[src/rtl/wb_intercon.sv]
// rtl/wb_intercon.sv - single-master Wishbone interconnect with address decode and bus timeout
module wb_intercon #(
  parameter int TIMEOUT = 255
) (
  input  logic        clk,
  input  logic        reset,
  input  logic [31:0] i_m_addr,
  input  logic [31:0] i_m_data,
  input  logic        i_m_we,
  input  logic        i_m_cyc,
  input  logic        i_m_stb,
  input  logic [1:0]  i_m_width,
  output logic [31:0] o_m_data,
  output logic        o_m_ack,
  output logic        o_m_stl,
  output logic        o_m_err,
  output logic [31:0] o_s_addr,
  output logic [31:0] o_s_data,
  output logic        o_s_we,
  output logic        o_s_cyc,
  output logic [1:0]  o_s_width,
  output logic [2:0]  o_s_stb,
  input  logic [2:0]  i_s_ack,
  input  logic [2:0]  i_s_stl,
  input  logic [31:0] i_s0_data,
  input  logic [31:0] i_s1_data,
  input  logic [31:0] i_s2_data
);

  typedef enum logic [1:0] {
    IDLE = 2'd0,
    WAIT = 2'd1,
    ERR  = 2'd2
  } state_t;

  // A stalled request in IDLE is counted from its first cycle, while a WAIT
  // count starts one cycle after acceptance; the two limits differ by one so
  // that the error lands TIMEOUT cycles after the request in both cases.
  localparam logic [15:0] IDLE_LIMIT = 16'(TIMEOUT - 1);
  localparam logic [15:0] WAIT_LIMIT = 16'(TIMEOUT - 2);

  state_t      state, state_next;
  logic [15:0] cnt, cnt_next, cnt_inc;
  logic [1:0]  sel_reg, sel_next;
  logic [1:0]  dec_sel;
  logic        dec_hit;
  logic [2:0]  dec_onehot;
  logic        dec_stl;
  logic        sel_ack;
  logic [31:0] sel_data;
  logic        req;
  logic [2:0]  s_stb;
  logic        m_ack, m_stl, m_err;
  logic [31:0] m_data;

  assign o_s_addr  = i_m_addr;
  assign o_s_data  = i_m_data;
  assign o_s_we    = i_m_we;
  assign o_s_cyc   = i_m_cyc;
  assign o_s_width = i_m_width;

  assign req     = i_m_cyc & i_m_stb;
  assign cnt_inc = (cnt == 16'hffff) ? cnt : cnt + 16'd1;

  // Response outputs and strobes are forced quiet while reset is held.
  assign o_s_stb  = reset ? s_stb  : 3'b000;
  assign o_m_ack  = reset & m_ack;
  assign o_m_stl  = reset & m_stl;
  assign o_m_err  = reset & m_err;
  assign o_m_data = reset ? m_data : 32'd0;

  // Address decode of the live master request into a slave index.
  always_comb begin
    dec_hit = 1'b1;
    dec_sel = 2'd0;
    if (i_m_addr[31:15] == 17'h16000) begin
      dec_sel = 2'd0;
    end else if (i_m_addr[31:15] == 17'h16001) begin
      dec_sel = 2'd1;
    end else if (i_m_addr[31:16] == 16'hc000) begin
      dec_sel = 2'd2;
    end else begin
      dec_hit = 1'b0;
    end
  end

  // Per-slave selection: strobe and stall for the decoded slave, ack and data for the registered one.
  always_comb begin
    dec_onehot = 3'b000;
    dec_stl    = 1'b0;
    sel_ack    = 1'b0;
    sel_data   = 32'd0;
    case (dec_sel)
      2'd0:    begin dec_onehot = 3'b001; dec_stl = i_s_stl[0]; end
      2'd1:    begin dec_onehot = 3'b010; dec_stl = i_s_stl[1]; end
      2'd2:    begin dec_onehot = 3'b100; dec_stl = i_s_stl[2]; end
      default: ;
    endcase
    case (sel_reg)
      2'd0:    begin sel_ack = i_s_ack[0]; sel_data = i_s0_data; end
      2'd1:    begin sel_ack = i_s_ack[1]; sel_data = i_s1_data; end
      2'd2:    begin sel_ack = i_s_ack[2]; sel_data = i_s2_data; end
      default: ;
    endcase
  end

  // State, timeout counter and selected-slave registers.
  always_ff @(posedge clk) begin
    if (!reset) begin
      state   <= IDLE;
      cnt     <= 16'd0;
      sel_reg <= 2'd0;
    end else begin
      state   <= state_next;
      cnt     <= cnt_next;
      sel_reg <= sel_next;
    end
  end

  // Next-state logic and master/slave handshake outputs.
  always_comb begin
    state_next = state;
    cnt_next   = cnt;
    sel_next   = sel_reg;
    s_stb      = 3'b000;
    m_ack      = 1'b0;
    m_stl      = 1'b0;
    m_err      = 1'b0;
    m_data     = 32'd0;
    case (state)
      IDLE: begin
        cnt_next = 16'd0;
        if (req) begin
          if (dec_hit) begin
            s_stb = dec_onehot;
            m_stl = dec_stl;
            if (!dec_stl) begin
              sel_next   = dec_sel;
              state_next = WAIT;
            end else if (cnt >= IDLE_LIMIT) begin
              state_next = ERR;
            end else begin
              cnt_next = cnt_inc;
            end
          end else begin
            m_stl      = 1'b1;
            state_next = ERR;
          end
        end
      end
      WAIT: begin
        m_stl = 1'b1;
        if (!i_m_cyc) begin
          state_next = IDLE;
          cnt_next   = 16'd0;
        end else if (sel_ack) begin
          m_ack      = 1'b1;
          m_data     = sel_data;
          state_next = IDLE;
          cnt_next   = 16'd0;
        end else if (cnt >= WAIT_LIMIT) begin
          state_next = ERR;
          cnt_next   = 16'd0;
        end else begin
          cnt_next = cnt_inc;
        end
      end
      ERR: begin
        m_stl      = 1'b1;
        m_err      = i_m_cyc;
        cnt_next   = 16'd0;
        state_next = IDLE;
      end
      default: begin
        state_next = IDLE;
        cnt_next   = 16'd0;
      end
    endcase
  end

endmodule

[config.mk]
export PLATFORM = sky130hd
export DESIGN_NAME = wb_intercon
export DESIGN_NICKNAME = d
export VERILOG_FILES = /design/src/rtl/wb_intercon.sv
export SDC_FILE = /design/constraint.sdc
export NUM_CORES = 1
export LEC_CHECK = 0
export ABC_AREA = 0
export ABC_CLOCK_PERIOD_IN_PS = 4700
export BUFFER_PORTS_ARGS = -buffer_cell sky130_fd_sc_hd__buf_2
export CAP_MARGIN = 25
export CORE_AREA = 2 2 109 111
export DETAILED_ROUTE_END_ITERATION = 8
export DIE_AREA = 0 0 111 113
export GPL_TIMING_DRIVEN = 0
export HOLD_SLACK_MARGIN = 0.1
export SLEW_MARGIN = 20
export SYNTH_ARGS = -nofsm -noshare
export SYNTH_HDL_FRONTEND = slang
export SYNTH_SLANG_ARGS = --single-unit
[constraint.sdc]
create_clock -name clk -period 4.7 [get_ports clk]
set_input_delay 0.47 -clock clk [delete_from_list [all_inputs] [get_ports clk]]
set_output_delay 0.47 -clock clk [all_outputs]
set_load 0.1 [all_outputs]
==> metrics.txt <==
run status finished, final reports clean; data arrival time of the critical path 2580 ps; post-synthesis cell count 342; library cell with the largest summed area after synthesis sky130_fd_sc_hd__buf_4; count of unresolved DRC violations after routing 0; total clock buffers created by CTS 3; final worst path period share around 65%; delay-heaviest family, CP buffers and inverters; Routed Antenna Nets 0; Final nets 762; max-cap check violation count 0; overall global routing resource usage 13.90%; die height about 110 um; cell area after technology mapping 2470 um2; final estimated routing congestion in global placement 0.8378; worst-path fanout max 10; cell-by-cell trace of the critical path clkbuf_1 > nand3b_1 > o21ai_0 > nand4_1 > clkbuf_1 > nor2_1 > buf_2; number of levels in the clock H-tree 1; wirelength, routed between 9000 and 10,000 um; timing-limited maximum frequency roughly 330 MHz; CP max-delay cell sky130_fd_sc_hd__buf_2; maximum number of pins on one net before global-route repair 12; aggregate global routing overflow 0; DRT iter0 DRCs ~170; number of port buffers roughly 230; startpoint of the worst-slack reg-to-reg timing path cnt[0]$_SDFF_PN0_; maximum clock path buffer count 2; required time reported for the critical path endpoint approximately 4200 ps; CP startpoint kind flop; number of global-route vias before repair 2,899; Netlist cell types 39; overall die width between 100 and 150 um; Detail Placement HPWL 8372 um; Synth Area per Inst between 7 and 8 um2; buffers inserted during post-CTS setup optimization 0; share of final-layout standard cells stronger than drive strength 1 53.79%; FF+latch count, synth 20; fraction of synthesis flops using an asynchronous set or reset pin 0%; post-CTS clock slew at the launch and capture registers of the worst setup and hold paths 60 ps; Hold Path Sink state[1]$_SDFFE_PN0P_; Initial Utilization about 22%; post-DR wirelength/cell 13.14 um; maximum cell stage delay along the critical path between 400 and 500 ps; final instance count without filler cells 723; category of the critical setup timing path reg -> out; Post-synth EDFFs 0; final setup violation count 0; Post-Route Setup TNS 0 ps; post-detailed-route via-to-cell ratio 4.241; R2R cell count 6; final design utilization 34.61%; number of cells in the design after placement around 720; clock tree from TritonCTS yes; global-route wire length before repair 14,480 um; end of the worst register-to-register path cnt[6]$_SDFF_PN0_; number of diodes added for antenna fixing 0; main flop type after synthesis sky130_fd_sc_hd__dfxtp_1; Post-Place Worst Slack 1794 ps; leakage 0.002005 uW; commonest non-fill, non-tap cells in the layout 233 x sky130_fd_sc_hd__buf_2, 69 x sky130_fd_sc_hd__nor2_1, 68 x sky130_fd_sc_hd__buf_4; unrepaired setup endpoints after global routing no; via count 3,066; post-route setup slack 1650 ps; post_cts resized 0; worst-margin pin slew 850.9 ps; Std-Cell Rows 39; element type at the critical path end output pin; worst clock skew 2.889 ps; final hold violations 0; Worst Hold Margin approximately 510 ps; total number of yosys warnings 0; I/O pin total 279; area of the die 12,540 um2; library cell used as clock root buffer sky130_fd_sc_hd__clkbuf_16; iteration count of the initial detailed-routing pass 8; CTS Sinks 20; later-pin clock latency in the skew report 250 ps; flip-flop count of the largest register after layout 16; quantity of hold-fixing buffers added after cts 0; Area growth syn-to-layout 57.95%; commonest non-fill, non-tap cell in the layout sky130_fd_sc_hd__buf_2; total count of max-transition violations in the final report 0; sequential cell area fraction in the yosys report 16.21%; max_slew headroom approximately 43%; final critical-path required period 3050 ps; CP Buf/Inv Count 3; cell types occupying the most area after synthesis sky130_fd_sc_hd__buf_4 21%, sky130_fd_sc_hd__dfxtp_1 16%, sky130_fd_sc_hd__mux2i_1 14%, sky130_fd_sc_hd__nor2_1 10%, sky130_fd_sc_hd__a21oi_1 7.7%; FILL cells 1,236; peak supply drop between 0.00015 and 0.0002 V; slack of the worst reg-to-reg path 2610 ps; hold depth 2; Core Area 11,270 um2; share of the synthesized area in the top cell type 20.67%; path class of the lowest-slack min-delay path in -> reg; power per cell area roughly 200 nW/um2; number of antenna violations at the first check in global routing 0; hold wc startpoint reset; critical path's most frequent cell sky130_fd_sc_hd__clkbuf_1
## synth_stat cells (all sizes together), types with 4 or more instances
cell type / number
buf: 73
nor2: 69
a21oi: 38
mux2i: 34
dfxtp: 20
nor3: 15
clkbuf: 12
inv: 11
ha: 8
nand2: 7
xnor2: 7
nand3: 6
o21ai: 5
nor4: 4
## logic make-up (layout without fill, tap and decap cells)
family | after synthesis | count (layout) | share of synthesized area [%]
simple gates | 121 | 121 | 24.01
flops | 20 | 20 | 16.21
other cells | 1 | 7 | 0.1518
xor+xnor | 7 | 7 | 2.482
fa+ha+maj | 8 | 8 | 4.053
compound gates | 55 | 55 | 14.13
buf+inv | 96 | 328 | 25.18
mux | 34 | 34 | 13.78
## worst max path at each step
| stage | start | endpoint | slack, ps | cells after the start |
|---|---|---|---|---|
| 2_1_floorplan | i_m_addr[23] | o_s_stb[0] | 760 | 4 |
| 3_3_place_gp | sel_reg[0]$_SDFFE_PN0P_ | o_m_data[10] | 1830 | 7 |
| 3_5_place_dp | sel_reg[0]$_SDFFE_PN0P_ | o_m_data[10] | 1790 | 7 |
| 4_1_cts | sel_reg[0]$_SDFFE_PN0P_ | o_m_data[10] | 1520 | 7 |
| 5_1_grt | sel_reg[0]$_SDFFE_PN0P_ | o_m_data[10] | 1410 | 7 |
| 6_report | sel_reg[0]$_SDFFE_PN0P_ | o_m_data[10] | 1650 | 7 |
## through the flow
step	cell area (um2)	total power, uW
floorplan	2492	501.1
global placement	3812	591.4
detailed placement	3812	593.7
CTS	3901	784.1
global route	3901	809.9
finish	3901	778.3
## power breakdown
part / switching, uW / leakage, uW / internal (uW) / total [uW]
sequential: 2.89 / 0.000164 / 174 / 177
clock: 59.4 / 0.0000442 / 129 / 189
combinational: 301 / 0.00180 / 112 / 412
total: 363 / 0.00200 / 415 / 778
## layout make-up
cell class	instances	area, um2	share of cell area (%)
well taps	143	178.9	4.586
inverters	11	41.29	1.058
flip-flops and latches	20	400.4	10.26
clock buffers	4	88.84	2.277
repair buffers	228	1141	29.25
plain buffers	85	580.6	14.88
multi-input cells	232	1470	37.68
## metal layers
layer / routed length [um] / track usage [%]
met4: 8 / 0.7500
met1: 3734 / 16.86
met3: 687 / 2.303
met2: 5071 / 26.95
met5: 0 / 0
Power figures use the tool's default switching activity.
